--- config.mk ---
export PLATFORM = sky130hd
export DESIGN_NAME = mem_access_requester
export DESIGN_NICKNAME = d
export VERILOG_FILES = /design/src/rtl/mem_pkg.sv /design/src/rtl/sat_counter.sv /design/src/rtl/mem_access_requester.sv
export SDC_FILE = /design/constraint.sdc
export NUM_CORES = 1
export LEC_CHECK = 0
export CAP_MARGIN = 20
export CORE_MARGIN = 4
export CORE_UTILIZATION = 30
export CTS_BUF_LIST = sky130_fd_sc_hd__clkbuf_4
export DETAILED_ROUTE_END_ITERATION = 8
export PLACE_DENSITY = 0.56
export SETUP_SLACK_MARGIN = 0.02
export SLEW_MARGIN = 20
export SYNTH_ARGS = -nofsm -noshare
export SYNTH_HDL_FRONTEND = slang
export SYNTH_HIERARCHICAL = 1
export SYNTH_SLANG_ARGS = --single-unit
--- constraint.sdc ---
create_clock -name clk -period 2.3 [get_ports clk]
set_input_delay 0.575 -clock clk [delete_from_list [all_inputs] [get_ports clk]]
set_output_delay 0.575 -clock clk [all_outputs]
set_load 0.005 [all_outputs]
--- src/rtl/mem_pkg.sv ---
// mem_pkg: shared widths, default miss timeout and FSM state encoding for the memory requester.
package mem_pkg;
   localparam int ADDR_W     = 6;
   localparam int DATA_W     = 8;
   localparam int MISS_LIMIT = 16;
   typedef enum logic [1:0] {
      IDLE   = 2'd0,
      ACCESS = 2'd1,
      MISS   = 2'd2,
      RESP   = 2'd3
   } state_t;
endpackage

--- src/rtl/sat_counter.sv ---
// sat_counter: event counter that sticks at its maximum value instead of wrapping.
// Ports: clk, reset (async, active-high), inc (count this cycle), count (current value).
module sat_counter #(
   parameter int CNT_W = 16
) (
   input  logic             clk,
   input  logic             reset,
   input  logic             inc,
   output logic [CNT_W-1:0] count
);
   always_ff @(posedge clk or posedge reset)
      if (reset) count <= '0;
      else if (inc && count != '1) count <= count + CNT_W'(1);
endmodule

--- src/rtl/mem_access_requester.sv ---
// mem_access_requester: MEM-stage initiator that issues one load/store to the memory system, stalls until hit or timeout, and counts hits/misses.
// Ports: clk, reset (async, active-high); req_valid/req_write/req_addr/req_wdata pipeline request;
//        stall, resp_valid/resp_rdata/resp_err pipeline response; mem_address/mem_wdata/mem_writeen/mem_hit/mem_rdata
//        memory system side; hit_count/miss_count saturating statistics.
module mem_access_requester #(
   parameter int ADDR_W     = mem_pkg::ADDR_W,
   parameter int DATA_W     = mem_pkg::DATA_W,
   parameter int MISS_LIMIT = mem_pkg::MISS_LIMIT,
   parameter int CNT_W      = 16
) (
   input  logic              clk,
   input  logic              reset,
   input  logic              req_valid,
   input  logic              req_write,
   input  logic [ADDR_W-1:0] req_addr,
   input  logic [DATA_W-1:0] req_wdata,
   output logic              stall,
   output logic              resp_valid,
   output logic [DATA_W-1:0] resp_rdata,
   output logic              resp_err,
   output logic [ADDR_W-1:0] mem_address,
   output logic [DATA_W-1:0] mem_wdata,
   output logic              mem_writeen,
   input  logic              mem_hit,
   input  logic [DATA_W-1:0] mem_rdata,
   output logic [CNT_W-1:0]  hit_count,
   output logic [CNT_W-1:0]  miss_count
);
   import mem_pkg::*;

   localparam int TW = $clog2(MISS_LIMIT) + 1;

   state_t      state, nxt;
   logic        wr_q;
   logic [TW-1:0] tmr;
   logic        busy, accept, timeout;

   assign busy    = (state == ACCESS) || (state == MISS);
   assign accept  = (state == IDLE) && req_valid;
   // the last allowed MISS cycle without a hit ends the request with an error
   assign timeout = (state == MISS) && !mem_hit && (tmr == TW'(MISS_LIMIT - 1));

   always_comb begin
      nxt = state;
      case (state)
         IDLE:    nxt = req_valid ? ACCESS : IDLE;
         ACCESS:  nxt = mem_hit ? RESP : MISS;
         MISS:    nxt = (mem_hit || timeout) ? RESP : MISS;
         default: nxt = IDLE;
      endcase
   end

   always_ff @(posedge clk or posedge reset)
      if (reset) begin
         state       <= IDLE;
         mem_address <= '0;
         mem_wdata   <= '0;
         wr_q        <= 1'b0;
         tmr         <= '0;
         resp_rdata  <= '0;
         resp_err    <= 1'b0;
      end else begin
         state <= nxt;
         if (accept) begin
            mem_address <= req_addr;
            mem_wdata   <= req_wdata;
            wr_q        <= req_write;
         end
         if (state == ACCESS) tmr <= '0;
         else if (state == MISS && !mem_hit) tmr <= tmr + TW'(1);
         if (busy && mem_hit) begin
            resp_rdata <= wr_q ? '0 : mem_rdata;
            resp_err   <= 1'b0;
         end else if (timeout) begin
            resp_rdata <= '0;
            resp_err   <= 1'b1;
         end
      end

   // decoded from the state register, so reset drops these asynchronously
   assign resp_valid  = (state == RESP);
   assign mem_writeen = wr_q && busy;
   assign stall       = accept || (state != IDLE);

   sat_counter #(.CNT_W(CNT_W)) u_hit (
      .clk(clk), .reset(reset), .inc((state == ACCESS) && mem_hit), .count(hit_count)
   );
   sat_counter #(.CNT_W(CNT_W)) u_miss (
      .clk(clk), .reset(reset), .inc((state == ACCESS) && !mem_hit), .count(miss_count)
   );
endmodule

# Word-level counts from Yosys, hierarchy flattened
# Cells that the tools add are included.
[word_totals]
reg_bits = 63
out_inout_bits = 58
[classes]
add_sub_neg = 3
reduce_logical = 17
muxes = 11
eq_ne = 6
[ops]
columns = ["cell", "count"]
rows = [
  ["$add A16 B1 Y16 const B", 2],
  ["$ne A16 B16 Y1 const B", 2],
  ["$mux W8", 3],
  ["$mux W5", 2],
  ["$logic_and A1 B1 Y1", 9],
  ["$pmux W2 S3", 1],
  ["$reduce_bool A2 Y1", 3],
  ["$add A5 B1 Y5 const B", 1],
  ["$eq A5 B4 Y1 const B", 1],
  ["$mux W1", 5],
  ["$eq A2 B2 Y1 const B", 2],
  ["$logic_or A1 B1 Y1", 3],
  ["$eq A2 B1 Y1 const B", 1],
  ["$logic_not A2 Y1", 1],
  ["$logic_not A1 Y1", 1],
]

# Depth between registers and ports, before layout
# Gate-level depths: netlist of the first run.
[logic_depth]
ltp_word = 6
depth_mapped = 7

# Modules after synthesis
# The synthesis of the first run kept the hierarchy.
[modules_own_cells]
columns = ["module", "seq_area_each_um2", "cells_each", "area_per_inst_um2", "instances"]
rows = [
  ["sat_counter", 400.4, 71, 805.8, 2],
  ["mem_access_requester", 775.7, 93, 1335.0, 1],
]

# Worst setup path after synthesis of the first run
# OpenSTA, ideal clock, no wires.
[synth_timing]
kind = "reg2reg"
from = "register state[1]"
to = "register u_miss.count[14]"
n_path_buf = 0
synth_period_minus_slack_ps = 1957
path_stages_with_launch = 8
required_ps = 2175
path_slack_ps = 343
arrival_time_ps = 1832
cell_sequence = "dfrtp_1 -> inv_1 -> ha_1 -> nor2b_1 -> and4_1 -> nand3_1 -> nor2_1 -> mux2_2"
[synth_between]
elab_chain_len = 3
[synth_lines]
columns = ["element", "line", "text"]
rows = [
  ["start: declaration", "mem_access_requester.sv:33", "state_t state, nxt;"],
  ["start signal: assignment", "mem_access_requester.sv:63", "state <= nxt;"],
  ["$eq A2 B1 Y1", "mem_access_requester.sv:89", ".clk(clk), .reset(reset), .inc((state == ACCESS) && !mem_hit), .count(miss_count)"],
  ["$logic_and A1 B1 Y1", "mem_access_requester.sv:89", ""],
  ["$logic_and A1 B1 Y1", "sat_counter.sv:13", "else if (inc && count != '1) count <= count + CNT_W'(1);"],
  ["end signal: assignment", "sat_counter.sv:13", ""],
  ["end: declaration", "sat_counter.sv:9", "output logic [CNT_W-1:0] count"],
]
# No other way between the ends.
# A chain may end at the register's enable or synchronous reset.

# Worst setup path in the final report of the first run
[layout_timing]
from = "input req_valid"
to = "output stall"
[layout_between]
elab_chain_len = 2
[layout_lines]
columns = ["element", "line", "text"]
rows = [
  ["start: declaration", "mem_access_requester.sv:13", "input logic req_valid,"],
  ["$logic_and A1 B1 Y1", "mem_access_requester.sv:39", "assign accept = (state == IDLE) && req_valid;"],
  ["$logic_or A1 B1 Y1", "mem_access_requester.sv:83", "assign stall = accept || (state != IDLE);"],
  ["end: declaration", "mem_access_requester.sv:17", "output logic stall,"],
]
# No other way between the ends.

==> flow_summary.toml, run 1 <==
[floorplan]
start_util = 0.3130
die_x_um = 107.1
coreArea_um2 = 9415
io_pins = 85
rows = 35
die_area_um2 = 11470
die_y_um = 107.1

[synthesis]
ys_types = 35
synth_warnings = 6
syn-num-nets = 271
synth_top_area_frac = 0.5350
synth_area_leaders = "dfrtp_1 54%, mux2_2 7.3%, xnor2_1 6.8%, ha_1 3.8%, a22o_1 2.7%"
synthFlopType = "dfrtp_1"
async_flop_share = 1.000
yosys.area.top_type = "dfrtp_1"
synth-seq-area-share = 0.5350
synth_edf_count = 0
synthesis.area_um2 = 2947
syn_area_per_cell_um2 = 12.54
netlist_instances = 235
ys_seq_elements = 63

[clocking]
hold_buffers = 0
clkSlewWorstSetupHoldPaths_ns = 0.10
clk_path_buf_depth = 2
clk_latency_ns = 0.38
numCtsBuffers = 9
cts.sinks = 63
cts_tree = "built"
cts-root-buf = "clkbuf_4"
h-tree-depth = 3

[routing]
drt_iter0_drc = 60
wl_um = 6608
ant_nets = 0
drc = 0
vias = 2174
firstDrtPassIters = 4
via_per_inst = 4.586
wl_per_cell_um = 13.94

[final_layout]
nFillCells = 924
seq_area_um2 = 1577
multi_input_area_um2 = 1334
most-common-layout-cells = "83 x clkdlybuf4s50_1, 63 x dfrtp_1, 23 x xnor2_1"
syn_to_final_growth_pct = 41.83
fin_nets = 376
drive_above_1_share = 0.1884
diodes = 0
final_common_cell = "clkdlybuf4s50_1"

[timing]
tightestPinTransition_ns = 0.6311
slew_headroom = 0.5788
final-setup-viol-count = 0
finalSetupTns_ns = 0
finClkSkew_ns = 0.01203
period_minus_slack_ns = 2.241
fmax_mhz = 446.3
rsz0062_at_grt = "no"
hold_viol_final = 0
slew_violations = 0
period_share = 0.9743

[power]
p_per_area_nw_per_um2 = 938.4
fin_total_pwr_uw = 3921
peakVddDrop_mv = 0.5307
power_leakage_uw = 0.001846

[global_route]
grt_pass1_wl_um = 11060
grt_usage = 0.1208
gr-total-overflow = 0
grt_start_max_net_pins = 32
grt_pass1_vias = 2255
antenna_found_initial = 0

[worst_setup_path]
crit_path_end_kind = "primary output"
critPathMaxFanout = 2
crit_type = "in -> out"
start_kind = "input port"
cp.required_ns = 1.73
critPathArrivalTime_ns = 1.67

[job]
cap_violations = 0

[hold_path]
hp-class = "reg -> reg"

[placed_design]
io_buffers = 84
post-dp-hpwl_um = 4832
gp_congestion = 0.7596

[outcome]
outcome = "finished clean"
critical path: stages:
cell,delay [ns]
clkdlybuf4s50_1,0.49
nand2b_1,0.11
clkdlybuf4s50_1,0.50
routing by layer:
layer / vias up / GRT usage / routed length [µm]
met4: 0 / 0.05205 / 90
met5: - / 0 / 0
met2: 61 / 0.1805 / 2975
met3: 8 / 0.04816 / 524
met1: 1041 / 0.1540 / 3018
li1: 1064 / - / -
power by group:
part           switching [µW]  internal, µW
clock                     390           458
combinational             516           896
sequential                249          1410
Yosys cell counts, types with 2 or more instances:
| cell | instances |
|---|---|
| a21oi_1 | 5 |
| a22o_1 | 9 |
| and2_1 | 4 |
| and3_1 | 9 |
| and3_2 | 2 |
| and4_1 | 6 |
| and4_2 | 2 |
| dfrtp_1 | 63 |
| ha_1 | 9 |
| inv_1 | 6 |
| mux2_2 | 19 |
| mux2i_1 | 3 |
| nand2_1 | 13 |
| nand2_2 | 3 |
| nand2b_1 | 3 |
| nand3_1 | 14 |
| nand4_1 | 10 |
| nand4_2 | 2 |
| nand4_4 | 3 |
| nor2_1 | 11 |
| nor4_4 | 2 |
| o21a_1 | 2 |
| xnor2_1 | 23 |
logic make-up after synthesis:
logic type	after synthesis	synth area share
multiplexers	23	0.08790
XOR/XNOR	24	0.07134
buffers and inverters	8	0.01316
AND/OR/NAND/NOR	89	0.2030
flip-flops	63	0.5350
adder cells (fa/ha/maj)	9	0.03822
AO/OA/AOI/OAI	19	0.05138
through the flow:
stage                     setup WS (ns)  instance area [µm²]  utilization  hold WS [ns]  cells
after floorplan                  0.3434                 2947            -        0.4887    235
after global placement          0.06171                 4008       0.4256        0.4876    456
after detailed placement        0.04193                 4008       0.4256        0.4947    456
after CTS                       0.05750                 4177       0.4436        0.5172    474
after global routing            0.03025                 4179       0.4439        0.5302    474
final                           0.05916                 4179       0.4439        0.5124    474
final cells by class:
type                            count  share of cell area
Timing Repair Buffer               96              0.2225
Clock inverter                      5             0.01737
Tap cell                          129             0.03862
Inverter                            6            0.005389
Multi-Input combinational cell    164              0.3192
Clock buffer                       11             0.01976
Sequential cell                    63              0.3772
path summary, 6_finish.rpt:
| kind | from | endpoint | slack [ns] | depth (start not counted) |
|---|---|---|---|---|
| setup / recovery | req_valid | stall | 0.06 | 3 |
| hold / removal | mem_address[0] | mem_address[0] | 0.51 | 1 |
| setup reg to reg | state[1] | u_miss/count[14] | 0.32 | 8 |
| hold reg to reg | mem_address[0] | mem_address[0] | 0.51 | 1 |
| max in group asynchronous | reset | u_miss/count[3] | 1.22 | 2 |
| min in group asynchronous | reset | u_hit/count[2] | 0.65 | 2 |
timing repair:
action,4_1_cts,5_1_grt
endpoints found under the setup margin,2,1
gates resized for setup,1,1
setup buffers,2,0
sequential cells by signal, indices dropped and copies added (netlist names):
signal	cells
wr_q	1
resp_rdata	8
mem_wdata	8
resp_err	1
tmr	5
state	2
u_hit/count	16
mem_address	6
u_miss/count	16
Note: power is estimated with default switching activity, not from simulation.
==> run 2: changes to the inputs <==
Settings changed: CAP_MARGIN 20 to default, HOLD_SLACK_MARGIN from default to 0.1, PLACE_DENSITY 0.56 to default.
==> flow_summary.toml, run 2 (synthesis results as in run 1) <==
[floorplan]
start_util = 0.3130
io_pins = 85
die_x_um = 107.1
die_y_um = 107.1
die_area_um2 = 11470
rows = 35
coreArea_um2 = 9415

[final_layout]
multi_input_area_um2 = 1331
top_regs = "u_hit/count: 16 flops, u_miss/count: 16 flops"
final_common_cell = "clkdlybuf4s50_1"
most-common-layout-cells = "82 x clkdlybuf4s50_1, 63 x dfrtp_1, 23 x xnor2_1"
nFillCells = 894
diodes = 0
fin_nets = 373
seq_area_um2 = 1577
drive_above_1_share = 0.1813
syn_to_final_growth_pct = 40.25

[timing]
whs_ns = 0.5152
period_minus_slack_ns = 2.156
final-setup-viol-count = 0
slew_headroom = 0.5817
tightestPinTransition_ns = 0.6268
finClkSkew_ns = 0.01232
period_share = 0.9376
finalSetupTns_ns = 0
fmax_mhz = 463.7
slew_violations = 0
hold_viol_final = 0
rsz0062_at_grt = "no"

[power]
p_per_area_nw_per_um2 = 917.3
peakVddDrop_mv = 0.5846
power_leakage_uw = 0.001827
fin_total_pwr_uw = 3791

[routing]
wirelength_met1_um = 2865
firstDrtPassIters = 4
maxUsedRoutingLayer = "met4"
vias = 2153
drc = 0
wl_um = 6465
wl_met3_um = 451
via_per_inst = 4.571
drt_iter0_drc = 74
ant_nets = 0
met2_length_um = 3043
wl_per_cell_um = 13.73

[global_route]
grt_pass1_vias = 2192
grt_pass1_wl_um = 10950
antenna_found_initial = 0
grt_usage = 0.1198
gr-total-overflow = 0
grt_start_max_net_pins = 32

[clocking]
clk_path_buf_depth = 2
numCtsBuffers = 9
cts_tree = "built"
cts.sinks = 63
clk_latency_ns = 0.40
cts-root-buf = "clkbuf_4"
clkSlewWorstSetupHoldPaths_ns = 0.10
h-tree-depth = 3

[placed_design]
gp_congestion = 0.7471
io_buffers = 84
post-dp-hpwl_um = 4734

[worst_setup_path]
crit_type = "reg -> out"
crit_path_end_kind = "primary output"
cp.required_ns = 1.73
critPathMaxFanout = 3
critPathArrivalTime_ns = 1.58
start_kind = "flop"

[outcome]
outcome = "finished clean"

[hold_path]
hp-class = "reg -> reg"

[job]
cap_violations = 0
run 2: worst max-delay path, stage by stage (launching register included):
cell and delay [ns]:
dfrtp_1 0.40, buf_4 0.15, ha_1 0.19, clkdlybuf4s50_1 0.46
run 2: layout make-up:
| cell class | count | share of cell area |
|---|---|---|
| sequential | 63 | 0.3815 |
| multi-input combinational | 164 | 0.3221 |
| timing repair buffer | 93 | 0.2201 |
| tap | 129 | 0.03906 |
| clock buffer | 11 | 0.01998 |
| clock inverter | 5 | 0.01181 |
| inverter | 6 | 0.005450 |
run 2: power breakdown:
group	switching [µW]	internal, µW
logic	505	879
registers	250	1410
clock network	396	348
total	1150	2640
run 2: per-stage QoR:
| stage | instances | setup WS (ns) | cell area (µm²) | utilization |
|---|---|---|---|---|
| after floorplan | 235 | 0.3434 | 2947 | - |
| after global placement | 453 | 0.03158 | 3985 | 0.4233 |
| after detailed placement | 453 | 0.01280 | 3985 | 0.4233 |
| after CTS | 471 | 0.03879 | 4130 | 0.4387 |
| after global routing | 471 | 0.04178 | 4133 | 0.4389 |
| final | 471 | 0.1436 | 4133 | 0.4389 |
run 2: repair_timing:
item                                    4_1_cts  5_1_grt
hold buffers                                  0        0
gates cloned                                  0        0
endpoints found under the setup margin        2        1
gates resized for setup                       1        1
buffers inserted                              2        0
run 2: final timing paths:
kind                                start               end  slack [ns]  depth (start not counted)
max                              state[0]        resp_valid        0.14                          3
min                        mem_address[5]    mem_address[5]        0.52                          1
max reg2reg                      state[1]  u_miss/count[14]        0.25                          7
min reg2reg                mem_address[5]    mem_address[5]        0.52                          1
max in group asynchronous           reset   u_miss/count[2]        1.25                          2
min in group asynchronous           reset    u_hit/count[7]        0.62                          2
run 2: routing by layer:
layer | track usage | vias up
met2 | 0.1890 | 54
met5 | 0 | -
met1 | 0.1492 | 1034
met4 | 0.04658 | 0
met3 | 0.04335 | 10
li1 | - | 1055
==> run 3: changes to the inputs <==
Settings changed: CORE_ASPECT_RATIO from default to 1.2, RECOVER_POWER from default to 50.
==> flow_summary.toml, run 3 (synthesis results as in run 1) <==
[clocking]
clk_latency_ns = 0.41
clkSlewWorstSetupHoldPaths_ns = 0.11
cts_tree = "built"
hold_buffers = 0
h-tree-depth = 3
numCtsBuffers = 9
clk_path_buf_depth = 2
cts-root-buf = "clkbuf_4"
cts.sinks = 63

[routing]
wl_um = 6465
wl_per_cell_um = 13.81
drc = 0
drt_iter0_drc = 76
firstDrtPassIters = 4
ant_nets = 0
vias = 2192
via_per_inst = 4.684

[placed_design]
gp_congestion = 0.7356
post-place-ws_ns = 0.03369
post-dp-hpwl_um = 4829
io_buffers = 84
placed_cell_area_um2 = 3993

[timing]
slew_headroom = 0.4757
rsz0062_at_grt = "no"
fmax_mhz = 456.2
period_minus_slack_ns = 2.192
finClkSkew_ns = 0.01465
slew_violations = 0
hold_viol_final = 0
final-setup-viol-count = 0
tightestPinTransition_ns = 0.7864
finalSetupTns_ns = 0
period_share = 0.9531
setup_ws_ns = 0.1079

[worst_setup_path]
worstRegToRegCells = 8
critPathArrivalTime_ns = 1.62
crit_path_end_kind = "primary output"
r2r-start = "state[0]"
reg2reg_slack_ns = 0.22
crit_type = "reg -> out"
cp.required_ns = 1.73
start_kind = "flop"
reg2reg_to = "u_hit/count[14]"
critPathMaxFanout = 3

[hold_path]
hp-start = "u_hit/count[10]"
hp-class = "reg -> reg"
worstHoldEndpoint = "u_hit/count[10]"
min_path_cells = 1

[final_layout]
syn_to_final_growth_pct = 40.72
drive_above_1_share = 0.1686
fin_area_um2 = 4146
final_common_cell = "clkdlybuf4s50_1"
top_regs = "u_hit/count: 16 flops, u_miss/count: 16 flops"
fin_nets = 375
most-common-layout-cells = "80 x clkdlybuf4s50_1, 63 x dfrtp_1, 23 x xnor2_1"
nFillCells = 978

[global_route]
antenna_found_initial = 0
grt_usage = 0.1202
gr-total-overflow = 0
grt_start_max_net_pins = 32
grt_pass1_vias = 2282
grt_pass1_wl_um = 11030

[power]
fin_total_pwr_uw = 3911
p_per_area_nw_per_um2 = 943.3
peakVddDrop_mv = 0.4753
power_leakage_uw = 0.001818

[floorplan]
die_area_um2 = 11480
die_x_um = 98.47
rows = 39
io_pins = 85
start_util = 0.3081
coreArea_um2 = 9564
die_y_um = 116.6

[outcome]
outcome = "finished clean"

[job]
cap_violations = 0
run 3: cell types whose count changed in the layout (fill, tap and decap cells not counted), moves of 2 or more:
cell | before | now
clkbuf_1 | 0 | 4
buf_4 | 9 | 6
clkinv_2 | 3 | 0
clkdlybuf4s50_1 | 82 | 80
clkinv_4 | 0 | 2
dlygate4sd3_1 | 0 | 2
run 3: timing repair:
item                                    CTS  global route
pin swaps                                 0             0
resized for setup                         1             2
endpoints found under the setup margin    2             1
buffers inserted                          2             0
run 3: cell type report:
cell class | count | area (µm²) | share of cell area
clock inverters | 6 | 93.84 | 0.02263
diodes | 1 | 2.502 | 0.0006035
inverters | 6 | 22.52 | 0.005431
multi-input cells | 164 | 1315 | 0.3171
flip-flops and latches | 63 | 1577 | 0.3802
clock buffers | 10 | 75.07 | 0.01810
repair buffers | 95 | 907.1 | 0.2188
well taps | 123 | 153.9 | 0.03712
run 3: how the worst max path moves through the flow:
stage | slack, ns | cells after the start | end | start
final | 0.11 | 3 | resp_valid | state[0]
after global routing | 0.02 | 4 | mem_writeen | state[0]
after CTS | 0.04 | 4 | stall | state[0]
after detailed placement | 0.03 | 7 | u_miss/count[13] | mem_hit
after global placement | 0.07 | 3 | stall | req_valid
after floorplan | 0.34 | 7 | u_miss/count[14] | state[1]
run 3: where the power goes:
group	internal, µW	leakage [µW]	total (µW)	switching (µW)
logic	860	0.000911	1360	497
registers	1410	0.000819	1660	248
clock network	460	0.0000872	895	434
total	2730	0.00182	3910	1180
run 3: worst max-delay path: stages, from the launching register on:
cell             delay [ns]
dfrtp_1                0.41
buf_4                  0.15
ha_1                   0.19
clkdlybuf4s50_1        0.46
run 3: metrics by stage:
step / utilization / hold WS (ns) / cells
floorplan: - / 0.4887 / 235
global placement: 0.4175 / 0.4870 / 449
detailed placement: 0.4175 / 0.4919 / 449
CTS: 0.4366 / 0.5214 / 467
global route: 0.4333 / 0.5406 / 467
finish: 0.4335 / 0.5172 / 468
run 3: metal layers:
layer  global-route usage  vias up  routed length, µm
met4              0.04918        0                127
met5                    0        -                  0
met2               0.1912       59               3047
li1                     -     1057                  -
met1               0.1468     1065               2813
met3              0.04719       11                477
